$ cat src/rtl/ppu_frame_writer.sv
// Turns the PPU pixel stream into framebuffer RAM writes. It handles double buffering, blank fill when
// the LCD is switched off, a frame-complete pulse and a sticky flag for dropped pixels.
module ppu_frame_writer #(
    parameter int H_ACTIVE    = 160,
    parameter int V_ACTIVE    = 144,
    parameter int PIXEL_BITS  = 2,
    parameter int X_BITS      = 8,
    parameter int Y_BITS      = 8,
    parameter int NUM_BUFFERS = 2,
    parameter int BLANK_VALUE = 0
) (
    input  logic                       clk,
    input  logic                       reset,
    input  logic [PIXEL_BITS-1:0]      ppu_pixel,
    input  logic                       ppu_valid,
    input  logic                       ppu_hblank,
    input  logic                       ppu_vblank,
    input  logic                       ppu_lcd_enable,
    input  logic                       clear_errors,
    output logic                       fb_write_en,
    output logic [Y_BITS+X_BITS:0]     fb_write_addr,
    output logic [PIXEL_BITS-1:0]      fb_write_data,
    output logic                       display_buffer,
    output logic                       frame_done,
    output logic                       overflow
);

    typedef enum logic [1:0] {ST_ACTIVE, ST_VBLANK, ST_FILL, ST_DISABLED} state_t;

    localparam logic [X_BITS:0]         LP_H      = (X_BITS+1)'(H_ACTIVE);
    localparam logic [Y_BITS:0]         LP_V      = (Y_BITS+1)'(V_ACTIVE);
    localparam logic [X_BITS-1:0]       LP_H_LAST = X_BITS'(H_ACTIVE - 1);
    localparam logic [Y_BITS-1:0]       LP_V_LAST = Y_BITS'(V_ACTIVE - 1);
    localparam logic [PIXEL_BITS-1:0]   LP_BLANK  = PIXEL_BITS'(BLANK_VALUE);
    localparam logic                    LP_WBUF0  = 1'(NUM_BUFFERS - 1);

    state_t                   r_state, w_state_nxt;
    logic [X_BITS-1:0]        r_x, w_x_nxt;
    logic [Y_BITS-1:0]        r_y, w_y_nxt;
    logic                     r_write_buf, w_wbuf_nxt;
    logic                     r_display_buf, w_dbuf_nxt;
    logic                     r_we, w_we_nxt;
    logic [Y_BITS+X_BITS:0]   r_addr, w_addr_nxt;
    logic [PIXEL_BITS-1:0]    r_data, w_data_nxt;
    logic                     r_frame_done, w_fd_nxt;
    logic                     r_overflow, w_drop;
    logic                     r_prev_hb, r_prev_vb, r_prev_lcd;

    logic w_hb_rise, w_vb_rise, w_vb_fall, w_lcd_rise, w_lcd_fall;
    logic w_in_range, w_buf_cur, w_fill_last;

    assign w_hb_rise   = ppu_hblank & ~r_prev_hb;
    assign w_vb_rise   = ppu_vblank & ~r_prev_vb;
    assign w_vb_fall   = ~ppu_vblank & r_prev_vb;
    assign w_lcd_rise  = ppu_lcd_enable & ~r_prev_lcd;
    assign w_lcd_fall  = ~ppu_lcd_enable & r_prev_lcd;
    assign w_in_range  = ({1'b0, r_x} < LP_H) && ({1'b0, r_y} < LP_V);
    assign w_buf_cur   = (NUM_BUFFERS == 2) ? r_write_buf : 1'b0;
    assign w_fill_last = (r_x == LP_H_LAST) && (r_y == LP_V_LAST);

    always_comb begin
        w_state_nxt = r_state;
        w_x_nxt     = r_x;
        w_y_nxt     = r_y;
        w_wbuf_nxt  = r_write_buf;
        w_dbuf_nxt  = r_display_buf;
        w_we_nxt    = 1'b0;
        w_addr_nxt  = r_addr;
        w_data_nxt  = r_data;
        w_fd_nxt    = 1'b0;
        w_drop      = 1'b0;
        case (r_state)
            ST_ACTIVE: begin
                if (w_lcd_fall) begin
                    w_x_nxt     = '0;
                    w_y_nxt     = '0;
                    w_state_nxt = ST_FILL;
                end else begin
                    // The pixel is written at the old (x,y) before any line/frame advance below.
                    if (ppu_valid) begin
                        if (w_in_range) begin
                            w_we_nxt   = 1'b1;
                            w_addr_nxt = {w_buf_cur, r_y, r_x};
                            w_data_nxt = ppu_pixel;
                            w_x_nxt    = r_x + X_BITS'(1);
                        end else begin
                            w_drop = 1'b1;
                        end
                    end
                    if (w_vb_rise) begin
                        w_x_nxt     = '0;
                        w_y_nxt     = '0;
                        w_fd_nxt    = 1'b1;
                        w_state_nxt = ST_VBLANK;
                        if (NUM_BUFFERS == 2) begin
                            w_dbuf_nxt = r_write_buf;
                            w_wbuf_nxt = ~r_write_buf;
                        end
                    end else if (w_hb_rise) begin
                        w_x_nxt = '0;
                        if ({1'b0, r_y} < LP_V) w_y_nxt = r_y + Y_BITS'(1);
                    end
                end
            end
            ST_VBLANK: begin
                if (w_lcd_fall) begin
                    w_x_nxt     = '0;
                    w_y_nxt     = '0;
                    w_state_nxt = ST_FILL;
                end else begin
                    w_drop = ppu_valid;
                    if (w_vb_fall) begin
                        w_x_nxt     = '0;
                        w_y_nxt     = '0;
                        w_state_nxt = ST_ACTIVE;
                    end
                end
            end
            ST_FILL: begin
                w_we_nxt   = 1'b1;
                w_addr_nxt = {w_buf_cur, r_y, r_x};
                w_data_nxt = LP_BLANK;
                if (w_fill_last) begin
                    w_x_nxt     = '0;
                    w_y_nxt     = '0;
                    w_fd_nxt    = 1'b1;
                    w_state_nxt = ppu_lcd_enable ? ST_ACTIVE : ST_DISABLED;
                    if (NUM_BUFFERS == 2) begin
                        w_dbuf_nxt = r_write_buf;
                        w_wbuf_nxt = ~r_write_buf;
                    end
                end else if (r_x == LP_H_LAST) begin
                    w_x_nxt = '0;
                    w_y_nxt = r_y + Y_BITS'(1);
                end else begin
                    w_x_nxt = r_x + X_BITS'(1);
                end
            end
            ST_DISABLED: begin
                if (w_lcd_rise) begin
                    w_x_nxt     = '0;
                    w_y_nxt     = '0;
                    w_state_nxt = ST_ACTIVE;
                end
            end
            default: w_state_nxt = ST_ACTIVE;
        endcase
    end

    always_ff @(posedge clk or posedge reset) begin
        if (reset) begin
            r_state       <= ST_ACTIVE;
            r_x           <= '0;
            r_y           <= '0;
            r_write_buf   <= LP_WBUF0;
            r_display_buf <= 1'b0;
            r_we          <= 1'b0;
            r_addr        <= '0;
            r_data        <= '0;
            r_frame_done  <= 1'b0;
            r_overflow    <= 1'b0;
            r_prev_hb     <= 1'b0;
            r_prev_vb     <= 1'b0;
            r_prev_lcd    <= 1'b0;
        end else begin
            r_state       <= w_state_nxt;
            r_x           <= w_x_nxt;
            r_y           <= w_y_nxt;
            r_write_buf   <= w_wbuf_nxt;
            r_display_buf <= w_dbuf_nxt;
            r_we          <= w_we_nxt;
            r_addr        <= w_addr_nxt;
            r_data        <= w_data_nxt;
            r_frame_done  <= w_fd_nxt;
            r_overflow    <= (r_overflow & ~clear_errors) | w_drop;
            r_prev_hb     <= ppu_hblank;
            r_prev_vb     <= ppu_vblank;
            r_prev_lcd    <= ppu_lcd_enable;
        end
    end

    assign fb_write_en    = r_we;
    assign fb_write_addr  = r_addr;
    assign fb_write_data  = r_data;
    assign display_buffer = r_display_buf;
    assign frame_done     = r_frame_done;
    assign overflow       = r_overflow;

endmodule
$ cat config.mk
export PLATFORM = sky130hd
export DESIGN_NAME = ppu_frame_writer
export DESIGN_NICKNAME = d
export VERILOG_FILES = /design/src/rtl/ppu_frame_writer.sv
export SDC_FILE = /design/constraint.sdc
export NUM_CORES = 1
export LEC_CHECK = 0
export ABC_AREA = 1
export BUFFER_PORTS_ARGS = -buffer_cell sky130_fd_sc_hd__buf_2
export CORE_ASPECT_RATIO = 0.9
export CORE_UTILIZATION = 43
export CTS_BUF_LIST = sky130_fd_sc_hd__clkbuf_8
export CTS_CLUSTER_SIZE = 24
export DETAILED_ROUTE_END_ITERATION = 8
export HOLD_SLACK_MARGIN = 0.02
export PLACE_DENSITY = 0.76
export SYNTH_ARGS = -nofsm -noshare
export SYNTH_HDL_FRONTEND = slang
export SYNTH_SLANG_ARGS = --single-unit
$ cat constraint.sdc
create_clock -name clk -period 1.5 [get_ports clk]
set_clock_uncertainty 0.1 [all_clocks]
set_input_delay 0.075 -clock clk [delete_from_list [all_inputs] [get_ports clk]]
set_output_delay 0.075 -clock clk [all_outputs]
set_load 0.005 [all_outputs]
# Word level (Yosys, flattened, before mapping)
# Index checks and enable logic that the tools add are counted.
# word_totals
reg_bits	45
latch_bits	0
ramBits	0
rom_bits	0
in_bits	9
output_inout_bits	23
elab_cells	113
n_memories	0
# classes
n_addsub	2
multipliers	0
div	0
magnitude_cmp	2
eq_ne	18
n_shift	0
mux	55
bitwise_logic	14
n_reduce_logical	9
# ops
operator	n
$mux W8	16
$pmux W8 S4	2
$mux W17	3
$pmux W17 S2	1
$mux W2	10
$add A8 B1 Y8 const B	2
$eq A8 B8 Y1 const B	2
$lt A8 B8 Y1 const B	2
$mux W1	16
$reduce_and A4 Y1	4
$ne A2 B2 Y1 const B	6
$ne A5 B5 Y1 const B	2
$pmux W1 S2	5
$ne A3 B3 Y1 const B	3
$ne A4 B4 Y1 const B	2
$pmux W2 S4	1
$not A1 Y1	7
$and A1 B1 Y1	6
$reduce_and A5 Y1	1
$eq A2 B2 Y1 const B	2
$pmux W2 S2	1
$eq A2 B1 Y1 const B	1
$logic_and A1 B1 Y1	2
$logic_not A2 Y1	1
2 further kinds	2

# Depth between registers and ports, before layout
# Gate-level depths: netlist of run 1.
# logic_depth
ltp_word	8
mapped_depth	11
ltp_nobuf	11

# Worst setup path after synthesis of run 1
# Ideal clock, no wire load.
# synth_path
kind	flip-flop to flip-flop
from	reg r_x[0]
to	reg r_y[5]
setup_ps	119
arrival_time_ps	1301
t_required_ps	1281
slack_ps	-20
path_stages_with_launch	9
path_buffers	0
synth_period_minus_slack_ps	1520
cell_sequence	dfrtp_1 > ha_1 > nand2_1 > nor2_1 > nand2_1 > a21oi_4 > nand2_4 > a21oi_1 > nor2_1
# synth_via
elab_chain_len	4
word_cells_on_any_way	6
cone_classes	2 x eq/ne; 2 x mux; 2 x reduce/logical
# synth_lines
element	line_no	rtl
from (decl)	38	logic [X_BITS-1:0] r_x, w_x_nxt;
from (signal assigned)	167	r_x <= w_x_nxt;
$eq A8 B8 Y1 *	59, 132	
$logic_and A1 B1 Y1	59	assign w_fill_last = (r_x == LP_H_LAST) && (r_y == LP_V_LAST);
$ne A3 B3 Y1 (no line) or $mux W8 (tied branches)	-	
$reduce_and A5 Y1 (no line) or $pmux W8 S4 (tied branches)	-	
to (signal assigned)	168	r_y <= w_y_nxt;
to (decl)	39	logic [Y_BITS-1:0] r_y, w_y_nxt;
# Mark *: on every way between the ends. The rest lies on a longest branch, timed or not.
# A chain may end at the register's enable or synchronous reset.

# Worst setup path in the final report of run 1
# layout_path
from	reg r_prev_vb
to	reg r_x[5]
# layout_via
elab_chain_len	5
word_cells_on_any_way	10
cone_classes	3 x eq/ne; 3 x mux; 3 x bitwise; 1 x reduce/logical
# layout_lines
element	line_no	rtl
from (decl)	47	logic r_prev_hb, r_prev_vb, r_prev_lcd;
from (signal assigned)	177	r_prev_vb <= ppu_vblank;
$not A1 Y1	53	assign w_vb_rise = ppu_vblank & ~r_prev_vb;
$and A1 B1 Y1	53	
$mux W8	90	if (w_vb_rise) begin
$mux W8	74	if (w_lcd_fall) begin
$pmux W8 S4	72	case (r_state)
# Several ways; a longest one is shown, not always the timed one.

==> out/qor.yml, run 1 <==
synthesis:
  ys_warn_count: 0
  yosys.area.top_type: "dfrtp_1"
  synthDominantCellAreaShare_pct: 45.50
  syn-num-nets: 309
  netlist_area_sq_um: 2420
  synth-edff-count: 0
  async_reset_ff_share_pct: 100.0
  ys_ff_latch: 45
  synth.distinct_cells: 27
  avgSynthCellArea_sq_um: 8.120
  synthFlopType: "dfrtp_1"
  seq_area_frac_synth_pct: 46.59
  synth_area_leaders: "dfrtp_1 (46%), nand2_1 (13%), o21ai_2 (5.8%)"
  synthesis.instances: 298
clocking:
  clk_pin_slew_ps: 90
  clockBufferDepth: 2
  numCtsBuffers: 5
  htreeDepth: 2
  cts_sinks: 45
  cts_tree: "yes"
  worstSkewPairLatency_ps: 310
  cts_root_buffer: "clkbuf_8"
worst_hold_path:
  whs_path_depth: 6
  worstHoldPathType: "in2reg"
  hold_end: "r_state[1]"
  worstHoldStart: "ppu_vblank"
critical_path:
  rr_startpoint: "r_prev_vb"
  rrSetupSlack_ps: -110
  critPathKind: "reg2reg"
  crit_required_ps: 1610
  critical_path.max_fanout: 5
  regToRegEndpoint: "r_x[5]"
  ff2ff_path_depth: 9
  arrival_ps: 1720
  cp-start-kind: "flip-flop"
  endpoint_kind: "flip-flop"
placed_design:
  placedInstanceArea_sq_um: 2939
  portBuffers: 31
  post-place-ws_ps: -136.9
  gp_congestion: 0.8926
  dp_hpwl_mm: 3.936
outcome:
  violations: "negative setup slack"
  status: "complete, but fails checks"
floorplanning:
  num_rows: 25
  dieArea_sq_um: 5932
  fp.dieH_um: 73.17
  num_io_pins: 32
  core_region_area_sq_um: 5349
  start_util_pct: 45.24
  die_w_um: 81.08
drt:
  wl_mm: 6.352
  drtIter0Drc: 165
  vias: 2340
  avgRoutedWirePerCell_um: 13.93
  drtAntennaViolNets: 0
  firstDrtPassIters: 6
  drc: 0
  via_per_inst: 5.132
global_routing:
  grt_pass1_wl_mm: 10.05
  grt_pass1_vias: 2225
  grt_usage_pct: 22.73
  grt_antenna_before_repair: 0
  grt-ovfl-total: 0
  grt_max_degree: 46
timing:
  finalMaxSlewViolations: 0
  hold_viol_final: 0
  max_freq_ghz: 0.6195
  slew_headroom_pct: 82.98
  period_share_pct: 107.6
  setup-violations-final: 32
  fin_ws_ps: -114.1
  tightest_slew_ps: 253.5
  fin_crit_ps: 1614
  rsz0062_at_grt: "yes"
  whs_ps: 219.9
run:
  max_cap_viol_count: 0
cells_and_area:
  finalInstanceArea_sq_um: 3467
  final_util_pct: 64.82
  final_cell_mix: "nand2_1 (64), dfrtp_1 (42), buf_4 (38)"
  final_common_cell: "nand2_1"
  area_delta_synth_final_pct: 43.28
  fin_nets: 399
  layout-drive-gt1-share_pct: 47.04
  diodes: 0
power:
  leakagePower_nw: 1.714
  peakVddDrop_mv: 0.5095
  total_power_mw: 2.280
  power.density_nw_per_um2: 657.7
cells by family (layout without fill, tap and decap cells):
logic type	count (synthesis)	after routing	synth area share, %
adders and majority gates	2	2	1.034
xor gates and xnor gates	3	3	1.086
DFF	45	45	46.59
AOI/OAI and AO/OA	32	32	9.928
and+or+nand+nor	170	171	33.04
buffers and inverters	46	136	8.325
what timing repair did:
item                                    CTS  global route
setup buffers                             7             1
cloned                                    2             0
endpoints found under the hold margin    52             0
pin swaps                                13            15
endpoints found under the setup margin   36            39
hold buffers                              9             0
gates resized for setup                  30            37
cell type report:
type,count,area (sq um)
clock buffer,6,82.58
clock inverter,2,33.78
fill,408,1882
inverter,42,167.7
multi-input combinational,208,1306
sequential,45,1130
tap,67,83.83
timing repair buffer,86,663.1
through the flow:
stage	std cells	setup TNS, ps
final	456	-1540
after global placement	429	-1474
after global routing	456	-4523
after detailed placement	429	-1895
after floorplan	298	-86.33
after CTS	455	-525.3
report_power, final:
part           leakage (nW)  internal [mW]  switching [mW]  total, mW
clock network        0.0626          0.537           0.424      0.961
registers             0.514           1.22         0.00303       1.22
logic                  1.14         0.0402          0.0607      0.101
worst max-delay path, stage by stage, from the launching register on:
cell and delay [ps]:
dfrtp_1 430, inv_2 80, nand2_2 140, nand2_2 140
nor2_4 60, a21oi_4 200, buf_4 170, nand2_1 70
nand2_1 80, nor2_1 40
Yosys cell counts (all sizes together), types with 2 or more instances:
cell type  instances
nor2              30
inv               42
nand2            101
nand4             12
xor2               2
nand3             26
buf                4
dfrtp             44
o21ai             28
a21oi              2
ha                 2
worst max path at each step:
| stage | from | end | slack, ps | depth (start not counted) |
|---|---|---|---|---|
| 4_1_cts | r_x[1] | r_x[7] | -60 | 9 |
| 2_1_floorplan | r_x[0] | r_y[5] | -20 | 8 |
| 3_3_place_gp | r_x[1] | r_y[1] | -90 | 9 |
| 5_1_grt | r_prev_vb | r_y[5] | -220 | 10 |
| 6_report | r_prev_vb | r_x[5] | -110 | 9 |
| 3_5_place_dp | r_x[0] | r_y[0] | -140 | 9 |
per-layer routing:
layer	part of all wire (%)	track usage (%)	wire length, um
met4	2.7	11.11	172
met2	50	37.35	3174
met3	5.1	4.250	322
met1	42	28.67	2683
met5	0	0	0
state kept, by name, summed over array words and instances (netlist names):
| signal | count |
|---|---|
| frame_done | 1 |
| r_y | 8 |
| display_buffer | 1 |
| r_state | 2 |
| r_prev_hb | 1 |
| r_write_buf | 1 |
| r_prev_vb | 1 |
| overflow | 1 |
| fb_write_addr | 17 |
| r_prev_lcd | 1 |
| fb_write_data | 2 |
| fb_write_en | 1 |
| r_x | 8 |
Note: power is estimated with default switching activity, not from simulation.
==> run 2: changes to the inputs <==
- CORE_ASPECT_RATIO: 0.9 -> 2
==> out/qor.yml, run 2 (synthesized netlist as in run 1, its figures left out) <==
timing:
  period_share_pct: 108.8
  hold_viol_final: 0
  max_freq_ghz: 0.6130
  tightest_slew_ps: 313.9
  finalMaxSlewViolations: 0
  rsz0062_at_grt: "yes"
  fin_ws_ps: -131.3
  setup-violations-final: 26
  fin_crit_ps: 1631
  tns_ps: -1438
  slew_headroom_pct: 78.93
power:
  power.density_nw_per_um2: 638.7
  leakagePower_nw: 1.615
  peakVddDrop_mv: 0.6779
drt:
  wl_met1_mm: 2.186
  top_layer_used: "met4"
  drtIter0Drc: 67
  drtAntennaViolNets: 0
  dr_wl_met3_um: 187
  via_per_inst: 5.136
  vias: 2260
  firstDrtPassIters: 4
  avgRoutedWirePerCell_um: 13.19
  met2RoutedLength_mm: 3.071
  wl_mm: 5.805
  drc: 0
critical_path:
  arrival_ps: 1750
  path_cells: "ha_2 > nand2_2 > nor2_2 > nand2_2 > a21oi_4 > buf_4 > nand2_2 > nand2_1 > nor2_1"
  rr_startpoint: "r_x[1]"
  critPathMostFrequentCell: "nand2_2"
  crit_start: "r_x[1]"
  critPathKind: "reg2reg"
  cp_slowest_stage_delay_ps: 380
  cp_slowest_cell: "dfrtp_1"
  crit_buf_inv: 1
  critical_path.max_fanout: 5
  cp-start-kind: "flip-flop"
  crit_required_ps: 1620
  endpoint_kind: "flip-flop"
  cp_top_family: "simple AND/OR/NAND/NOR gates"
global_routing:
  grt_antenna_before_repair: 0
  grt_max_degree: 46
  grt_usage_pct: 21.73
  grt_pass1_wl_mm: 9.108
  grt-ovfl-total: 0
  grt_pass1_vias: 2146
floorplanning:
  num_io_pins: 32
  fp.dieH_um: 108.1
  core_region_area_sq_um: 5420
  die_w_um: 55.05
  dieArea_sq_um: 5950
  start_util_pct: 44.64
  num_rows: 38
clocking:
  cts_tree: "yes"
  clockBufferDepth: 2
  cts_sinks: 45
  worstSkewPairLatency_ps: 310
  cts_root_buffer: "clkbuf_8"
  htreeDepth: 2
  clk_pin_slew_ps: 90
  numCtsBuffers: 5
cells_and_area:
  area_delta_synth_final_pct: 35.32
  final_util_pct: 60.41
  final_cell_mix: "nand2_1 (71), dfrtp_1 (42), buf_4 (33)"
  fin_nets: 390
  largest_register_ffs: 17
  layoutNonFillerInstCount: 440
  diodes: 0
  finalInstanceArea_sq_um: 3274
  layout-drive-gt1-share_pct: 42.11
  final_common_cell: "nand2_1"
worst_hold_path:
  worstHoldPathType: "in2reg"
  worstHoldStart: "ppu_lcd_enable"
placed_design:
  portBuffers: 31
  placedInstanceArea_sq_um: 2920
  dpl.cell_count: 419
  post-place-ws_ps: -204.7
  dp_hpwl_mm: 4.122
  gp_congestion: 0.9188
run:
  max_cap_viol_count: 0
outcome:
  violations: "negative setup slack"
  status: "complete, but fails checks"
## run 2: final cells by class
| cell class | count | area (sq um) |
|---|---|---|
| clock buffers | 5 | 68.82 |
| clock inverters | 3 | 22.52 |
| fillers | 465 | 2146 |
| inverters | 42 | 170.2 |
| multi-input cells | 207 | 1224 |
| flip-flops and latches | 45 | 1130 |
| well taps | 60 | 75.07 |
| repair buffers | 78 | 584.3 |
## run 2: path summary, 6_finish.rpt
path	slack (ps)	to	cells past startpoint
max in group asynchronous	810	r_write_buf	4
setup / recovery	-130	r_x[5]	9
setup reg to reg	-130	r_x[5]	9
min in group asynchronous	230	fb_write_addr[15]	4
hold reg to reg	380	fb_write_addr[13]	2
hold / removal	220	r_state[0]	5
## run 2: power by group
part           switching, mW  leakage, nW  internal [mW]  total, mW
Combinational         0.0542         1.07         0.0380     0.0922
Clock                  0.454       0.0364          0.327      0.781
Sequential           0.00211        0.514           1.22       1.22
Total                  0.510         1.62           1.58       2.09
## run 2: through the flow
stage,power [mW],hold slack (ps)
2_1_floorplan,1.283,6.430
3_3_place_gp,1.316,37.65
3_5_place_dp,1.318,41.32
4_1_cts,2.129,200.3
5_1_grt,2.189,247.7
6_report,2.091,219.8
## run 2: layer usage
metal / GRT usage (%) / up-vias
li1: - / 1117
met3: 5.345 / 29
met5: 0 / -
met2: 35.63 / 62
met1: 21.79 / 1052
met4: 17.32 / 0
## run 2: timing repair
| action | CTS | global route |
|---|---|---|
| buffers inserted | 3 | 1 |
| resized for setup | 21 | 23 |
| pin swaps | 20 | 12 |
| hold buffers | 9 | 0 |
| setup endpoints to repair | 39 | 39 |
| cloned | 0 | 0 |
| hold endpoints to repair | 52 | 0 |
## run 2: worst register-to-register path, stage by stage (launching register included)
cell     delay (ps)
dfrtp_1         380
ha_2            190
nand2_2          60
nor2_2           90
nand2_2          90
a21oi_4         270
buf_4           170
nand2_2          60
nand2_1          80
nor2_1           40
